## config.mk

```make
export PLATFORM = sky130hd
export DESIGN_NAME = led_mux_scheduler_flat
export DESIGN_NICKNAME = d
export VERILOG_FILES = /design/src/rtl/led_mux_scheduler_if.sv /design/src/rtl/led_mux_scheduler.sv /design/src/flat_wrapper.sv
export SDC_FILE = /design/constraint.sdc
export NUM_CORES = 1
export LEC_CHECK = 0
export ABC_AREA = 1
export CAP_MARGIN = 20
export CORE_MARGIN = 1
export CORE_UTILIZATION = 40
export CTS_CLUSTER_DIAMETER = 60
export CTS_CLUSTER_SIZE = 20
export DETAILED_ROUTE_END_ITERATION = 8
export GPL_TIMING_DRIVEN = 0
export PLACE_DENSITY = 0.6
export SETUP_SLACK_MARGIN = 0.05
export SLEW_MARGIN = 15
export SYNTH_ARGS = -nofsm -noshare
export SYNTH_HDL_FRONTEND = slang
export SYNTH_SLANG_ARGS = --single-unit
```

## constraint.sdc

```tcl
create_clock -name clk30 -period 18.37 [get_ports clk30]
set_input_delay 3.674 -clock clk30 [delete_from_list [all_inputs] [get_ports clk30]]
set_output_delay 3.674 -clock clk30 [all_outputs]
set_load 0.05 [all_outputs]
```

## src/rtl/led_mux_scheduler_if.sv

```systemverilog
// led_mux_scheduler_if
// Groups the brightness write port, scan enable and LED outputs of the
// multiplexed RGB LED scan controller.
//   enable     : run scanning while high
//   wr_en      : single-cycle brightness write strobe
//   wr_addr    : LED index = row*N_COLS + col
//   wr_data    : brightness value
//   led_a      : column drive, active-high
//   led_b      : row select, one-hot active-high
//   frame_done : one-cycle pulse at the end of each frame
//   busy       : high whenever the scanner is not idle
// master = the controlling side (top level / bench), slave = the scanner.
interface led_mux_scheduler_if #(
    parameter int unsigned N_COLS    = 7,
    parameter int unsigned N_ROWS    = 3,
    parameter int unsigned PWM_BITS  = 8,
    parameter int unsigned ADDR_BITS = 5
);
    logic                 enable;
    logic                 wr_en;
    logic [ADDR_BITS-1:0] wr_addr;
    logic [PWM_BITS-1:0]  wr_data;
    logic [N_COLS-1:0]    led_a;
    logic [N_ROWS-1:0]    led_b;
    logic                 frame_done;
    logic                 busy;

    modport master (
        output enable, wr_en, wr_addr, wr_data,
        input  led_a, led_b, frame_done, busy
    );

    modport slave (
        input  enable, wr_en, wr_addr, wr_data,
        output led_a, led_b, frame_done, busy
    );
endinterface

```

## src/rtl/led_mux_scheduler.sv

```systemverilog
// led_mux_scheduler
// Scan controller for a multiplexed N_ROWS x N_COLS LED array. A shadow
// brightness table is written through the bus write port; an active copy is
// loaded from it at every frame boundary (and when scanning starts) so a
// frame never shows a half-updated table. Each row is lit for 2^PWM_BITS
// PWM ticks of PRESCALE clocks, followed by BLANK_CYCLES dark clocks.
// Ports:
//   clk30 : system clock
//   rst   : asynchronous, active-high reset
//   bus   : led_mux_scheduler_if.slave (enable, write port, led_a/led_b,
//           frame_done, busy)
module led_mux_scheduler #(
    parameter int unsigned N_COLS       = 7,
    parameter int unsigned N_ROWS       = 3,
    parameter int unsigned PWM_BITS     = 8,
    parameter int unsigned PRESCALE     = 16,
    parameter int unsigned BLANK_CYCLES = 8
) (
    input  logic                 clk30,
    input  logic                 rst,
    led_mux_scheduler_if.slave   bus
);

    localparam int unsigned N_LEDS     = N_COLS * N_ROWS;
    localparam int unsigned ADDR_BITS  = (N_LEDS > 1) ? $clog2(N_LEDS) : 1;
    localparam int unsigned ROW_BITS   = (N_ROWS > 1) ? $clog2(N_ROWS) : 1;
    localparam int unsigned TICK_BITS  = (PRESCALE > 1) ? $clog2(PRESCALE) : 1;
    localparam int unsigned BLANK_BITS = (BLANK_CYCLES > 1) ? $clog2(BLANK_CYCLES) : 1;

    localparam logic [ROW_BITS-1:0]   ROW_LAST   = ROW_BITS'(N_ROWS - 1);
    localparam logic [TICK_BITS-1:0]  TICK_LAST  = TICK_BITS'(PRESCALE - 1);
    localparam logic [BLANK_BITS-1:0] BLANK_LAST = BLANK_BITS'(BLANK_CYCLES - 1);

    typedef enum logic [1:0] {
        StIdle,
        StScan,
        StBlank
    } state_e;

    state_e                state_q, state_d;
    logic [ROW_BITS-1:0]   row_q, row_d;
    logic [TICK_BITS-1:0]  tick_q, tick_d;
    logic [PWM_BITS-1:0]   pwm_q, pwm_d;
    logic [BLANK_BITS-1:0] blank_q, blank_d;
    logic                  swap;
    logic                  frame_end;

    logic [PWM_BITS-1:0]   shadow_q [N_LEDS];
    logic [PWM_BITS-1:0]   active_q [N_LEDS];
    logic                  wr_ok;

    logic [N_COLS-1:0]     led_a_q, led_a_d;
    logic [N_ROWS-1:0]     led_b_q, led_b_d;
    logic                  frame_done_q;

    // ------------------------------------------------------------------
    // FSM state and counters
    // ------------------------------------------------------------------
    always_ff @(posedge clk30 or posedge rst) begin
        if (rst) begin
            state_q <= StIdle;
            row_q   <= '0;
            tick_q  <= '0;
            pwm_q   <= '0;
            blank_q <= '0;
        end else begin
            state_q <= state_d;
            row_q   <= row_d;
            tick_q  <= tick_d;
            pwm_q   <= pwm_d;
            blank_q <= blank_d;
        end
    end

    always_comb begin
        state_d   = state_q;
        row_d     = row_q;
        tick_d    = tick_q;
        pwm_d     = pwm_q;
        blank_d   = blank_q;
        swap      = 1'b0;
        frame_end = 1'b0;

        unique case (state_q)
            StIdle: begin
                if (bus.enable) begin
                    state_d = StScan;
                    row_d   = '0;
                    tick_d  = '0;
                    pwm_d   = '0;
                    swap    = 1'b1;
                end
            end

            StScan: begin
                if (tick_q == TICK_LAST) begin
                    tick_d = '0;
                    pwm_d  = pwm_q + 1'b1;
                    // Last PWM tick of the row: the counter wraps to 0 here.
                    if (pwm_q == '1) begin
                        state_d = StBlank;
                        blank_d = '0;
                    end
                end else begin
                    tick_d = tick_q + 1'b1;
                end
            end

            StBlank: begin
                if (blank_q == BLANK_LAST) begin
                    blank_d = '0;
                    if (row_q != ROW_LAST) begin
                        row_d   = row_q + 1'b1;
                        state_d = StScan;
                    end else begin
                        // Frame boundary: the only point where enable is honoured
                        // and where the next frame's table is latched.
                        frame_end = 1'b1;
                        swap      = 1'b1;
                        row_d     = '0;
                        state_d   = bus.enable ? StScan : StIdle;
                    end
                end else begin
                    blank_d = blank_q + 1'b1;
                end
            end

            default: begin
                state_d = StIdle;
            end
        endcase
    end

    // ------------------------------------------------------------------
    // Brightness tables
    // ------------------------------------------------------------------
    // Out-of-range indices are dropped rather than aliased onto real LEDs.
    assign wr_ok = (32'(bus.wr_addr) < N_LEDS);

    // Non-blocking semantics make the swap copy shadow's pre-write contents,
    // so a write in the swap cycle only reaches the next frame.
    always_ff @(posedge clk30 or posedge rst) begin
        if (rst) begin
            for (int i = 0; i < N_LEDS; i++) begin
                shadow_q[i] <= '0;
                active_q[i] <= '0;
            end
        end else begin
            if (swap) begin
                for (int i = 0; i < N_LEDS; i++) begin
                    active_q[i] <= shadow_q[i];
                end
            end
            if (bus.wr_en && wr_ok) begin
                shadow_q[bus.wr_addr[ADDR_BITS-1:0]] <= bus.wr_data;
            end
        end
    end

    // ------------------------------------------------------------------
    // Outputs, registered one cycle behind the state
    // ------------------------------------------------------------------
    always_comb begin
        logic [ADDR_BITS-1:0] idx;
        idx     = '0;
        led_a_d = '0;
        led_b_d = '0;
        if (state_q == StScan) begin
            led_b_d[row_q] = 1'b1;
            for (int c = 0; c < N_COLS; c++) begin
                idx        = ADDR_BITS'(int'(row_q) * N_COLS + c);
                // Strict compare: 0 is always dark, full-scale is never fully on.
                led_a_d[c] = (pwm_q < active_q[idx]);
            end
        end
    end

    always_ff @(posedge clk30 or posedge rst) begin
        if (rst) begin
            led_a_q      <= '0;
            led_b_q      <= '0;
            frame_done_q <= 1'b0;
        end else begin
            led_a_q      <= led_a_d;
            led_b_q      <= led_b_d;
            frame_done_q <= frame_end;
        end
    end

    assign bus.led_a      = led_a_q;
    assign bus.led_b      = led_b_q;
    assign bus.frame_done = frame_done_q;
    assign bus.busy       = (state_q != StIdle);

endmodule

```

## src/flat_wrapper.sv

```systemverilog
// flat-port wrapper written by rule: the top's interface ports become plain ports
module led_mux_scheduler_flat 
#(
    parameter int unsigned N_COLS       = 7,
    parameter int unsigned N_ROWS       = 3,
    parameter int unsigned PWM_BITS     = 8,
    parameter int unsigned PRESCALE     = 16,
    parameter int unsigned BLANK_CYCLES = 8
)
  (clk30, rst, bus_enable, bus_wr_en, bus_wr_addr, bus_wr_data, bus_led_a, bus_led_b, bus_frame_done, bus_busy);
  led_mux_scheduler_if #(.N_COLS(N_COLS), .N_ROWS(N_ROWS), .PWM_BITS(PWM_BITS), .ADDR_BITS(5)) bus_i ();
  input  logic clk30;
  input  logic rst;
  input wire logic [$bits(bus_i.enable)-1:0] bus_enable;
  input wire logic [$bits(bus_i.wr_en)-1:0] bus_wr_en;
  input wire logic [$bits(bus_i.wr_addr)-1:0] bus_wr_addr;
  input wire logic [$bits(bus_i.wr_data)-1:0] bus_wr_data;
  output wire logic [$bits(bus_i.led_a)-1:0] bus_led_a;
  output wire logic [$bits(bus_i.led_b)-1:0] bus_led_b;
  output wire logic [$bits(bus_i.frame_done)-1:0] bus_frame_done;
  output wire logic [$bits(bus_i.busy)-1:0] bus_busy;
  assign bus_i.enable = bus_enable;
  assign bus_i.wr_en = bus_wr_en;
  assign bus_i.wr_addr = bus_wr_addr;
  assign bus_i.wr_data = bus_wr_data;
  assign bus_led_a = bus_i.led_a;
  assign bus_led_b = bus_i.led_b;
  assign bus_frame_done = bus_i.frame_done;
  assign bus_busy = bus_i.busy;
  led_mux_scheduler #(.N_COLS(N_COLS), .N_ROWS(N_ROWS), .PWM_BITS(PWM_BITS), .PRESCALE(PRESCALE), .BLANK_CYCLES(BLANK_CYCLES)) u_core (.clk30(clk30), .rst(rst), .bus(bus_i));
endmodule
```

Yosys cells after proc, flatten, opt, wreduce, memory -nomap -nowiden
Cells that the tools add are included.
{ "word_totals": {"ff_bits": 366, "elab_cells": 165, "out_inout_bits": 12, "in_bits": 17} }
{ "op_classes": {"mul": 1, "add_sub_neg": 10, "order_cmp": 19, "eq_ne": 10, "bitwise_logic": 8, "n_mux": 54, "reduce_logical": 13} }
{ "op_table": {"columns": ["cell", "count"], "rows": [
  ["binary-select mux 8 bit (select 5 bit)", 7],
  ["bitwise mux 168 bit", 1],
  ["two-way mux 8 bit", 17],
  ["< comparator 8 bit", 7],
  [">= comparator 6 bit, second input constant", 8],
  ["inverter 5 -> 6 bit", 8],
  ["demux 8 bit (select 5 bit)", 1],
  ["two-way mux 2 bit", 8],
  ["one-hot mux 8 bit (2 select lines)", 1],
  ["adder 5 x 3 -> 5 bit, second input constant", 3],
  ["two-way mux 3 bit", 4],
  ["adder 5 x 2 -> 5 bit, second input constant", 2],
  ["AND reduction 3 bit", 3],
  ["adder 8 x 1 -> 8 bit, second input constant", 1],
  ["equality test 8 bit, second input constant", 1],
  ["two-way mux 4 bit", 2],
  ["one-hot mux 4 bit (2 select lines)", 1],
  ["nonzero test 2 bit", 4],
  ["two-way mux 7 bit", 1],
  ["< comparator 6 x 1 -> 1 bit, second input constant", 1],
  ["two-way mux 1 bit", 6],
  ["!= test 2 x 1 -> 1 bit, second input constant", 3],
  ["one-hot mux 2 bit (3 select lines)", 1],
  ["one-hot mux 3 bit (2 select lines)", 1],
  ["20 further kinds", 23]
]} }

Depth between registers and ports, before layout
Gate-level depths: netlist of run 1.
{ "logic_depth": {"ltp_word": 8, "mapped_depth": 21, "mapped_depth_nobuf": 18} }

Worst setup path before layout of run 1
Ideal clock, no wire load.
{ "synth_path": {"path_kind": "in2reg", "startpoint": "input bus_wr_addr[1]", "endpoint": "register u_core.shadow_q[121] (netlist name)", "n_path_buf": 1, "path_slack_ps": 13566, "arrival_ps": 4671, "setup_time_ps": 133, "path_stages": 9, "required_ps": 18237, "cell_sequence": "nor2_1 inv_2 nand2_1 nand3_2 nor2_2 nand2_1 buf_2 nand2_1 o21ai_0"} }
{ "synth_between": {"elab_chain_cells": 6, "word_cells_on_any_way": 9, "cone_classes": "order compare: 3; mux: 3; bitwise: 1; reduce/logical: 2"} }
{ "synth_lines": {"columns": ["item", "line_no", "rtl"], "rows": [
  ["start: declaration", "flat_wrapper.sv:16", "input wire logic [$bits(bus_i.wr_addr)-1:0] bus_wr_addr;"],
  ["inverter 5 -> 6 bit (implied by the code)", "led_mux_scheduler.sv:155", "shadow_q[bus.wr_addr[ADDR_BITS-1:0]] <= bus.wr_data;"],
  [">= comparator 6 bit (implied by the code) or < comparator 6 x 1 -> 1 bit (tied branches)", "led_mux_scheduler.sv:155", null],
  ["logical AND 1 bit (implied by the code)", "led_mux_scheduler.sv:155", null],
  ["two-way mux 8 bit (implied by the code)", "led_mux_scheduler.sv:155", null],
  ["demux 8 bit (select 5 bit)", "led_mux_scheduler.sv:155", null],
  ["bitwise mux 168 bit", "led_mux_scheduler.sv:155", null],
  ["end signal: indexed assignment", "led_mux_scheduler.sv:155", null],
  ["end: declaration", "led_mux_scheduler.sv:48", "logic [PWM_BITS-1:0] shadow_q [N_LEDS];"]
]} }
Parallel ways exist; a longest one is shown, timed or not.
A chain may end at the register's enable or synchronous reset.

Worst setup path after layout of run 1
{ "layout_path": {"startpoint": "register u_core.state_q[0]", "endpoint": "output bus_busy"} }
{ "layout_between": {"elab_chain_cells": 1} }
{ "layout_lines": {"columns": ["item", "line_no", "rtl"], "rows": [
  ["start: declaration", "led_mux_scheduler.sv:40", "state_e state_q, state_d;"],
  ["start signal: assignment", "led_mux_scheduler.sv:61", "state_q <= StIdle;"],
  ["start signal: assignment", "led_mux_scheduler.sv:67", "state_q <= state_d;"],
  ["nonzero test 2 bit", "led_mux_scheduler.sv:193", "assign bus.busy = (state_q != StIdle);"],
  ["end: declaration", "flat_wrapper.sv:21", "output wire logic [$bits(bus_i.busy)-1:0] bus_busy;"]
]} }
Every way passes these cells.

==> results.md, run 1 <==
* Status: complete, but fails checks
* Failing checks: design-rule violations
* First-pass GRT wire length at 140000 um
* Commonest cells post-synth: nand2_1 (753), o21ai_0 (435), dfrtp_1 (366), inv_1 (242), a21oi_1 (201)
* Clock sink count at 366
* Sw Share at 26.9%
* Die area at 54700 um^2
* Placer Congestion at 1.01
* Total gr overflow at 0
* Final-report max-slew violation count at 0
* Min Tclk post-route at 5910 ps
* RSZ-0062 raised after global routing: no
* Cell count after synthesis at 2863
* Yosys cell types at 51
* Critical path fanouts, max at 5
* Leak Pwr at 10.6 nW
* Dpl hpwl at 77000 um
* Vias in the first global route at 19800
* Post-DR vias/cell at 5.80
* Core outline area at 52900 um^2
* First-pass iteration count of the detailed router at 8
* Root Buffer: clkbuf_16
* Post-synth EDFFs at 0
* Yosys reg bits at 366
* CP startpoint kind: register
* Peak supply drop at 0.0000945 V
* Least-Margin Pin Slew at 1160 ps
* Worst-path clk slew at 80 ps
* Worst endpoint data arrival time at 2240 ps
* Worst hold start: u_core.shadow_q[16]
* Asr flop ratio synth at 100%
* RR Startpoint: u_core.row_q[0]
* Antenna diodes at 0
* Most numerous cell in the Yosys netlist: nand2_1
* Worst EP required at 14700 ps
* YS warnings at 0
* Avg Inst Size Synth at 7.51 um^2
* Initial antenna violation count at 2
* Max Clock Freq at 169 MHz
* CTS max path bufs at 3
* WL/cell at 26.8 um
* Worst Path Class, Setup: reg -> out
* Final instance area at 24100 um^2
* Routed vias at 21200
* Cts hold-fix bufs at 0
* Initial DRC Count at 2620
* # rows at 84
* Seq pwr share at 50.6%
* Top-area cell type share of the netlist area at 42.6%
* Post_cts resized at 0
* Final number of setup-violating endpoints at 0
* Setup crit end kind: output pin
* Clock latency on the worst-skew pair at 590 ps
* Pwr per Cell Area at 76.4 nW/um^2
* Final period util at 32.2%
* Detail Route Antenna Nets at 0
* Setup Fix Bufs, Post-CTS at 0
* Total chip power at 0.00184 W
* Post-layout nets at 3018
* CTS tree: built
* Combinational Power Share at 6.3%
* Skew final at 36.2 ps
* Psw at 0.000495 W
* DRT Wirelength at 97900 um
* Worst hold path class: reg -> reg
* Io pins at 29
* Port bufs at 28
* Initial core utilization at 40.7%
* Syn Nets at 2945
* Cell area after synthesis at 21500 um^2
* Die span in x at 234 um
* Rel. slew slack at 22.6%
* H-tree lvl count at 2
* Largest net degree at the start of global routing at 115
* Layout cells sized above 1 at 9.52%
* Top FF cell, synth: dfrtp_1
* Total GRT Usage at 36.2%
* Maxcap violations at 0
* Setup crit start: u_core.state_q[0]
* Internal power at 0.00134 W
* Clock power share at 43.1%
* Placed instance area at 22800 um^2
* Area Growth Syn to Fin at 11.8%
* Dominant cell type by area after synthesis: dfrtp_1
* Total CTS buffers at 34
* Height of the chip at 234 um
* DRC viols at 1
* Fin. Hold Viols at 0
* Area contributors post-synth: dfrtp_1 (43%), nand2_1 (13%), o21ai_0 (10%), a21oi_1 (4.7%), inv_1 (4.2%)
* Post-synthesis sequential area ratio at 42.6%
[cells by family (layout without fill, tap and decap cells)]
kind of cell | after synthesis | after routing | share of synthesized area [%]
flip-flops | 366 | 366 | 42.6
adder cells (fa/ha/maj) | 65 | 65 | 3.78
AND/OR/NAND/NOR | 1043 | 1043 | 19.7
multiplexers | 46 | 46 | 2.32
buffers and inverters | 449 | 547 | 9.48
AO/OA/AOI/OAI | 891 | 891 | 22.0
XOR/XNOR | 3 | 3 | 0.157
[cells in the final DEF (no fill, tap or decap), types with 7 or more instances in the layout]
cell	instances
buf_6	18
inv_2	15
nand2_2	7
o21ai_2	7
ha_1	65
nand3_1	97
clkbuf_1	59
nand2_1	753
clkdlybuf4s50_1	28
o22ai_1	12
mux2i_1	15
nor2_1	142
nor2_4	12
inv_1	241
nor3_1	10
mux2_2	31
buf_4	28
a31oi_1	13
buf_2	76
clkbuf_16	34
dfrtp_1	366
a32oi_1	17
o211ai_1	20
a21oi_1	201
a211oi_1	9
o21ai_1	155
o21ai_0	435
[layout make-up]
cell class / count / area, um^2
Buffer: 187 / 1030
Clock buffer: 37 / 892
Clock inverter: 24 / 337
Fill cell: 5295 / 28800
Inverter: 262 / 1010
Multi-Input combinational cell: 2048 / 10300
Sequential cell: 366 / 9160
Tap cell: 688 / 861
Timing Repair Buffer: 37 / 445
[power by group through the flow]
| stage | clock network (W) | registers (W) | logic, W |
|---|---|---|---|
| 3_5_place_dp | 0 | 0.000943 | 0.000117 |
| 4_1_cts | 0.000802 | 0.000927 | 0.000117 |
| 6_report | 0.000792 | 0.000929 | 0.000117 |
| 2_1_floorplan | 0 | 0.000926 | 0.0000816 |
| 5_1_grt | 0.000831 | 0.000937 | 0.000134 |
| 3_3_place_gp | 0 | 0.000942 | 0.000108 |
[stage by stage]
stage                     instances  utilization, %  hold WS [ps]  worst slack (ps)  TNS [ps]
after floorplan                2863               -           448              4540         0
after global placement         3579            42.8           462             -45.6     -4060
after detailed placement       3586            43.1           467             11950         0
after CTS                      3647            45.4           488             12430         0
after global routing           3649            45.5           507             12360         0
final                          3649            45.5           486             12460         0
[worst max-delay path: stages, from the launching register on]
cell and delay [ps]:
dfrtp_1 410, inv_1 80, ha_1 270, inv_1 100, clkdlybuf4s50_1 810
[registers in the layout, indices dropped and copies added, names as in the netlist]
signal / flops
u_core.bus.led_a: 7
u_core.state_q: 2
u_core.row_q: 2
u_core.bus.frame_done: 1
u_core.active_q: 168
u_core.pwm_q: 8
u_core.tick_q: 4
u_core.blank_q: 3
u_core.bus.led_b: 3
u_core.shadow_q: 168
[final timing paths]
check	cells after the start	to	slack, ps
max	4	bus_busy	12460
min	2	u_core.shadow_q[16]	490
max reg2reg	14	u_core.bus.led_a[3]	14260
min reg2reg	2	u_core.shadow_q[16]	490
max in group asynchronous	3	u_core.active_q[160]	13800
min in group asynchronous	2	u_core.shadow_q[51]	3580
[per-layer routing]
layer | global-route usage [%] | vias to the layer above | wire length [um]
met4 | 18.8 | 0 | 5410
met1 | 50.2 | 10400 | 42800
met2 | 55.5 | 1001 | 42800
met3 | 4.40 | 175 | 6830
li1 | - | 9621 | -
met5 | 0 | - | 0
Power figures use the tool's default switching activity.
==> run 2, diff against run 1 <==
--- a/config.mk
+++ b/config.mk
@@ -13,7 +13,7 @@
 export CTS_CLUSTER_SIZE = 20
 export DETAILED_ROUTE_END_ITERATION = 8
 export GPL_TIMING_DRIVEN = 0
-export PLACE_DENSITY = 0.6
+export PLACE_DENSITY = 0.62
 export SETUP_SLACK_MARGIN = 0.05
 export SLEW_MARGIN = 15
 export SYNTH_ARGS = -nofsm -noshare
==> constraint.sdc (replaced) <==
create_clock -name clk30 -period 5.1 [get_ports clk30]
set_input_delay 1.02 -clock clk30 [delete_from_list [all_inputs] [get_ports clk30]]
set_output_delay 1.02 -clock clk30 [all_outputs]
set_load 0.05 [all_outputs]
==> run 2 against run 1 <==
The run still ends with design-rule violations left; utilization grew 0.36 points; clock skew increased by 12 ps; flip-flop and latch count did not move; critical path depth up 11; design area rose by 0.79%; largest power group unchanged; die area unchanged; clock power grew to 3.7 times the previous value; register-to-register slack got worse by 13000 ps; worst setup slack worse by 11000 ps; sequential share of layout area down 0.30 points; via count up 1.0%; count of clock-buffer cells in the layout did not move.
==> results.md, run 2 (synthesis gave the netlist of run 1 again) <==
* Maxcap violations at 0 (unchanged)
* First-pass iteration count of the detailed router at 8 (unchanged)
* Skew final at 47.7 ps (+11.5 ps)
* Total gr overflow at 0 (unchanged)
* Post_cts resized at 0 (unchanged)
* Max Clock Freq at 245 MHz
* Setup crit end kind: register
* Die span in x at 234 um (unchanged)
* Register area at 9160 um^2 (unchanged)
* Area Growth Syn to Fin at 12.7%
* RSZ-0062 raised after global routing: no
* Commonest non-fill, non-tap cells in the layout: nand2_1 (753), o21ai_0 (435), dfrtp_1 (366)
* Fin. Hold Viols at 0 (unchanged)
* Critical path fanouts, max at 13 (+8)
* Setup Fix Bufs, Post-CTS at 0 (unchanged)
* Total CTS buffers at 36 (+5.9%)
* Die area at 54700 um^2 (unchanged)
* Vias in the first global route at 20100 (+1.5%)
* Clock latency on the worst-skew pair at 600 ps (about the same)
* CTS tree: built
* WHS Path Cells at 2 (unchanged)
* R2r setup slk at 1010 ps (-13250 ps)
* Post-DR vias/cell at 5.84 (+0.70%)
* Status: complete, but fails checks
* Worst Path Class, Setup: reg -> reg
* Failing checks: design-rule violations
* Worst hold path class: reg -> reg
* Final-report max-slew violation count at 0 (unchanged)
* Total GRT Usage at 35.2% (-1.0 points)
* Detail Route Antenna Nets at 0 (unchanged)
* Placer Congestion at 1.06 (+5.2%)
* Final core utilization at 45.9% (+0.36 points)
* Worst endpoint data arrival time at 4590 ps (+2350 ps)
* CTS max path bufs at 3 (unchanged)
* Initial DRC Count at 2821 (+7.7%)
* Final period util at 80.2%
* Port bufs at 28 (unchanged)
* Peak supply drop at 0.000291 V (+210%)
* Final number of setup-violating endpoints at 0 (unchanged)
* WL/cell at 25.9 um (-3.4%)
* Worst EP required at 5600 ps (-9100 ps)
* Pwr per Cell Area at 278 nW/um^2 (+260%)
* # rows at 84 (unchanged)
* Rel. slew slack at 17.1% (-5.5 points)
* DRC viols at 8 (+7)
* Height of the chip at 234 um (unchanged)
* Largest net degree at the start of global routing at 39 (-66%)
* Routed vias at 21400 (+1.0%)
* DRT Wirelength at 94800 um (-3.1%)
* Core outline area at 52900 um^2 (unchanged)
* Root Buffer: clkbuf_16
* Cts hold-fix bufs at 0 (unchanged)
* Final instance area at 24200 um^2 (+0.79%)
* Placed instance area at 22900 um^2 (+0.50%)
* CP startpoint kind: register
* Dpl hpwl at 74100 um (-3.7%)
* Post-layout nets at 3026 (+0.27%)
* Min Tclk post-route at 4090 ps
* First-pass GRT wire length at 138000 um (-1.8%)
* Worst-path clk slew at 80 ps (about the same)
* Initial core utilization at 40.7% (unchanged)
* Most common library cell in the layout ignoring fill and taps: nand2_1
* Top flop regs: u_core.active_q (168), u_core.shadow_q (168), u_core.pwm_q (8)
* Leak Pwr at 10.7 nW (+0.63%)
* Fillers at 5269 (-0.49%)
* Layout cells sized above 1 at 9.76% (+0.24 points)
* H-tree lvl count at 2 (unchanged)
* Multi-input gate area at 10300 um^2 (unchanged)
* Initial antenna violation count at 2 (unchanged)
* Worst r2r path cells at 15 (+1)
* Io pins at 29 (unchanged)
* Clock sink count at 366 (unchanged)
* Least-Margin Pin Slew at 1240 ps (+82.8 ps)
==> run 2: cell count changes in the layout (fill, tap and decap cells not counted), moves of 2 or more <==
cell	before	now
buf_8	5	2
clkbuf_16	34	36
clkinv_4	2	0
clkbuf_1	59	61
clkinv_8	3	7
clkbuf_8	3	0
buf_12	0	12
buf_16	3	0
inv_8	4	2
clkinvlp_4	1	5
==> run 2: worst max-delay path: stages, from the launching register on <==
cell and delay [ps]:
dfrtp_1 490, bufinv_8 270, buf_4 200, ha_1 200, buf_4 170, inv_2 90, nand2_2 190, nand2_2 230
nand2_1 250, inv_1 330, buf_1 490, a31oi_1 270, ha_1 360, a211oi_1 220, o21ai_0 110, a21oi_1 120
==> run 2: metal layers <==
metal  vias to the layer above  GRT usage [%]  part of all wire [%]
met3                       178           5.91                   8.5
li1                       9638              -                     -
met5                         -              0                     0
met1                     10500           48.9                    43
met4                         0           17.0                   5.1
met2                      1078           53.1                    43
==> run 2: final timing paths <==
check,startpoint,to
max reg2reg,u_core.row_q[0],u_core.bus.led_a[3]
min reg2reg,u_core.shadow_q[127],u_core.active_q[127]
max,u_core.row_q[0],u_core.bus.led_a[3]
min in group asynchronous,rst,u_core.shadow_q[67]
min,u_core.shadow_q[127],u_core.active_q[127]
max in group asynchronous,rst,u_core.active_q[106]
==> run 2: through the flow <==
stage / instances / hold slack (ps) / worst slack, ps / power [W] / setup TNS (ps)
after floorplan: 2863 / 448 / -830 / 0.00363 / -303850
after global placement: 3579 / 462 / -3360 / 0.00378 / -1216730
after detailed placement: 3592 / 470 / 1140 / 0.00383 / 0
after CTS: 3657 / 481 / 1090 / 0.00678 / 0
after global routing: 3659 / 503 / 875 / 0.00697 / 0
final: 3660 / 477 / 1010 / 0.00674 / 0
==> run 2: power breakdown <==
group          internal, W  leakage (nW)  switching, W
registers          0.00318          4.87      0.000180
logic             0.000165          5.22      0.000265
clock network      0.00159         0.626       0.00137
==> run 2: cell type report <==
cell class	count	area share [%]
Buffer	187	4.26
Multi-Input combinational cell	2048	42.5
Clock buffer	37	3.73
Tap cell	688	3.55
Clock inverter	28	1.67
Sequential cell	366	37.8
Timing Repair Buffer	43	2.29
Inverter	262	4.16
Antenna cell	1	0.0103
==> run 3, diff against run 2 <==
--- a/config.mk
+++ b/config.mk
@@ -13,7 +13,7 @@
 export CTS_CLUSTER_SIZE = 20
 export DETAILED_ROUTE_END_ITERATION = 8
 export GPL_TIMING_DRIVEN = 0
-export PLACE_DENSITY = 0.62
+export PLACE_DENSITY = 0.6
 export SETUP_SLACK_MARGIN = 0.05
 export SLEW_MARGIN = 15
 export SYNTH_ARGS = -nofsm -noshare
==> constraint.sdc (replaced) <==
create_clock -name clk30 -period 3.8 [get_ports clk30]
set_input_delay 0.76 -clock clk30 [delete_from_list [all_inputs] [get_ports clk30]]
set_output_delay 0.76 -clock clk30 [all_outputs]
set_load 0.05 [all_outputs]
==> run 3 against run 2 <==
The run still ends with design-rule violations left; wire length up 3.1%; cell count down 0.16%; hold slack better by 6.6 ps; clock skew down 7.8 ps; critical path depth down 3; combinational power up 34%; register-to-register slack worse by 910 ps; maximum frequency up 11%; via count down 0.81%; utilization up 0.26 points; largest cell class unchanged; highest routed layer unchanged.
==> results.md, run 3 (synthesis gave the netlist of run 1 again) <==
* Initial core utilization at 40.7% (unchanged)
* Rel. slew slack at 15.1% (-1.9 points)
* R2r setup slk at 100 ps (-910 ps)
* CTS tree: built
* Placed instance area at 22900 um^2 (unchanged)
* CP Buf/Inv Count at 2 (-4)
* Clock latency on the worst-skew pair at 600 ps (about the same)
* Final-report max-slew violation count at 0 (unchanged)
* Placer Congestion at 1.06 (-0.57%)
* Inst Count DP at 3592 (unchanged)
* Die area at 54700 um^2 (unchanged)
* Register area at 9160 um^2 (about the same)
* Total GRT Usage at 36.1% (+0.91 points)
* Min Tclk post-route at 3700 ps (-391 ps)
* Die span in x at 234 um (unchanged)
* Status: complete, but fails checks
* Pwr per Cell Area at 372 nW/um^2 (+34%)
* Maxcap violations at 0 (unchanged)
* Root Buffer: clkbuf_16
* WL/cell at 26.8 um (+3.3%)
* Worst Path Class, Setup: reg -> reg
* Core outline area at 52900 um^2 (unchanged)
* Final instance area at 24400 um^2 (+0.58%)
* First-pass iteration count of the detailed router at 8 (unchanged)
* Dpl hpwl at 77500 um (+4.5%)
* Least-Margin Pin Slew at 1270 ps (+28.7 ps)
* Fin. Hold Viols at 0 (unchanged)
* Fillers at 5322 (+1.0%)
* Critical-path cell list: buf_6 > clkbuf_1 > o21ai_1 > o21ai_0 > nand2_1 > nand3_1 > o21ai_1 > a21boi_1 > ha_1 > a21oi_1 > o21ai_0 > a21oi_1
* Post-DR vias/cell at 5.80 (-0.65%)
* Multi-input gate area at 10400 um^2 (+1.1%)
* Antenna diodes at 0 (-1)
* Final core utilization at 46.1% (+0.26 points)
* Total gr overflow at 0 (unchanged)
* Area Growth Syn to Fin at 13.4%
* Largest net degree at the start of global routing at 38 (-2.6%)
* Slowest cell on crit path: clkbuf_1
* Top flop regs: u_core.active_q (168), u_core.shadow_q (168), u_core.pwm_q (8)
* CP startpoint kind: register
* Fin Hold WS at 483 ps (+6.56 ps)
* Worst path top cell family by delay: compound AO/OA/AOI/OAI gates
* Final number of setup-violating endpoints at 0 (unchanged)
* Vias in the first global route at 20000 (-0.32%)
* Initial DRC Count at 2483 (-12%)
* Layout cells sized above 1 at 10.4% (+0.66 points)
* Port bufs at 28 (unchanged)
* RSZ-0062 raised after global routing: yes
* CTS max path bufs at 3 (unchanged)
* Io pins at 29 (unchanged)
* Slack of the critical path at 102 ps (-909 ps)
* Max stage delay on crit path at 710 ps (+220 ps)
* DRC viols at 3 (-5)
* Place WS at -291 ps (-1430 ps)
* H-tree lvl count at 2 (unchanged)
* Worst-path clk slew at 80 ps (about the same)
* Most common library cell in the layout ignoring fill and taps: nand2_1
* Skew final at 39.9 ps (-7.81 ps)
* Worst hold path class: reg -> reg
* Leak Pwr at 10.8 nW (+0.54%)
* Final instance count without filler cells at 3654 (-0.16%)
* Failing checks: design-rule violations
* # rows at 84 (unchanged)
* Peak supply drop at 0.000611 V (+110%)
* DRT Wirelength at 97800 um (+3.1%)
* Commonest non-fill, non-tap cells in the layout: nand2_1 (752), o21ai_0 (426), dfrtp_1 (365)
* Post-layout nets at 3023 (-0.099%)
* Clock sink count at 366 (unchanged)
* Setup crit end kind: register
* Final period util at 97.3% (+17 points)
* Max Clock Freq at 270 MHz (+11%)
* First-pass GRT wire length at 140000 um (+1.8%)
* Initial antenna violation count at 2 (unchanged)
* Height of the chip at 234 um (unchanged)
* Detail Route Antenna Nets at 0 (unchanged)
* Worst endpoint data arrival time at 4180 ps (-410 ps)
* Routed vias at 21200 (-0.81%)
* Worst EP required at 4290 ps (-1310 ps)
* Total CTS buffers at 34 (-5.6%)
* Critical path fanouts, max at 10 (-3)
## run 3: cell types whose count changed in the layout (fill, tap and decap cells not counted), sizes merged
cell,change
clkinv,-5
buf,-10
inv,+2
diode,-1
clkbuf,+7
clkdlybuf4s15,+1
bufinv,+2
clkinvlp,-2
## run 3: path summary, 6_finish.rpt
kind | cells past startpoint | endpoint | from
max in group asynchronous | 6 | u_core.shadow_q[18] | rst
hold reg to reg | 2 | u_core.shadow_q[38] | u_core.shadow_q[38]
setup reg to reg | 12 | u_core.bus.led_a[2] | u_core.row_q[0]
hold / removal | 2 | u_core.shadow_q[38] | u_core.shadow_q[38]
min in group asynchronous | 2 | u_core.active_q[68] | rst
setup / recovery | 12 | u_core.bus.led_a[2] | u_core.row_q[0]
## run 3: layout make-up
cell class,count,share of cell area [%]
flip-flops and latches,366,37.6
repair buffers,42,2.23
inverters,262,4.14
plain buffers,187,4.53
clock inverters,25,1.66
clock buffers,36,3.60
well taps,688,3.53
multi-input cells,2048,42.7
## run 3: repair_timing
item / in CTS / in global routing
buffers inserted: 0 / 1
setup endpoints to repair: 10 / 20
gates cloned: 0 / 0
resized for setup: 20 / 42
hold endpoints to repair: 0 / 0
pin swaps: 0 / 4
hold buffers: 0 / 0
## run 3: where the power goes
group          total (W)  leakage [nW]  internal (W)  switching, W
clock            0.00399         0.624       0.00219       0.00180
sequential       0.00450          4.87       0.00426      0.000243
combinational   0.000575          5.28      0.000220      0.000356
total            0.00907          10.8       0.00667       0.00239
## run 3: layer usage
metal,vias to the layer above,part of all wire [%],wire length (um),track usage [%]
li1,9626,-,-,-
met1,10400,44,42600,50.0
met2,989,44,42600,55.5
met3,165,7.2,7030,4.79
met4,0,5.6,5470,17.9
met5,-,0,0,0
## run 3: metrics by stage
step | power, W | setup TNS [ps]
floorplan | 0.00487 | -684500
global placement | 0.00508 | -1590540
detailed placement | 0.00515 | -909
CTS | 0.00910 | 0
global route | 0.00936 | 0
finish | 0.00907 | 0
## run 3: tightest hold or removal path, delay by kind of cell (launching register included)
| family | cells | cell delay, ps |
|---|---|---|
| flip-flops | 1 | 350 |
| AO/OA/AOI/OAI | 1 | 60 |
| AND/OR/NAND/NOR | 1 | 50 |
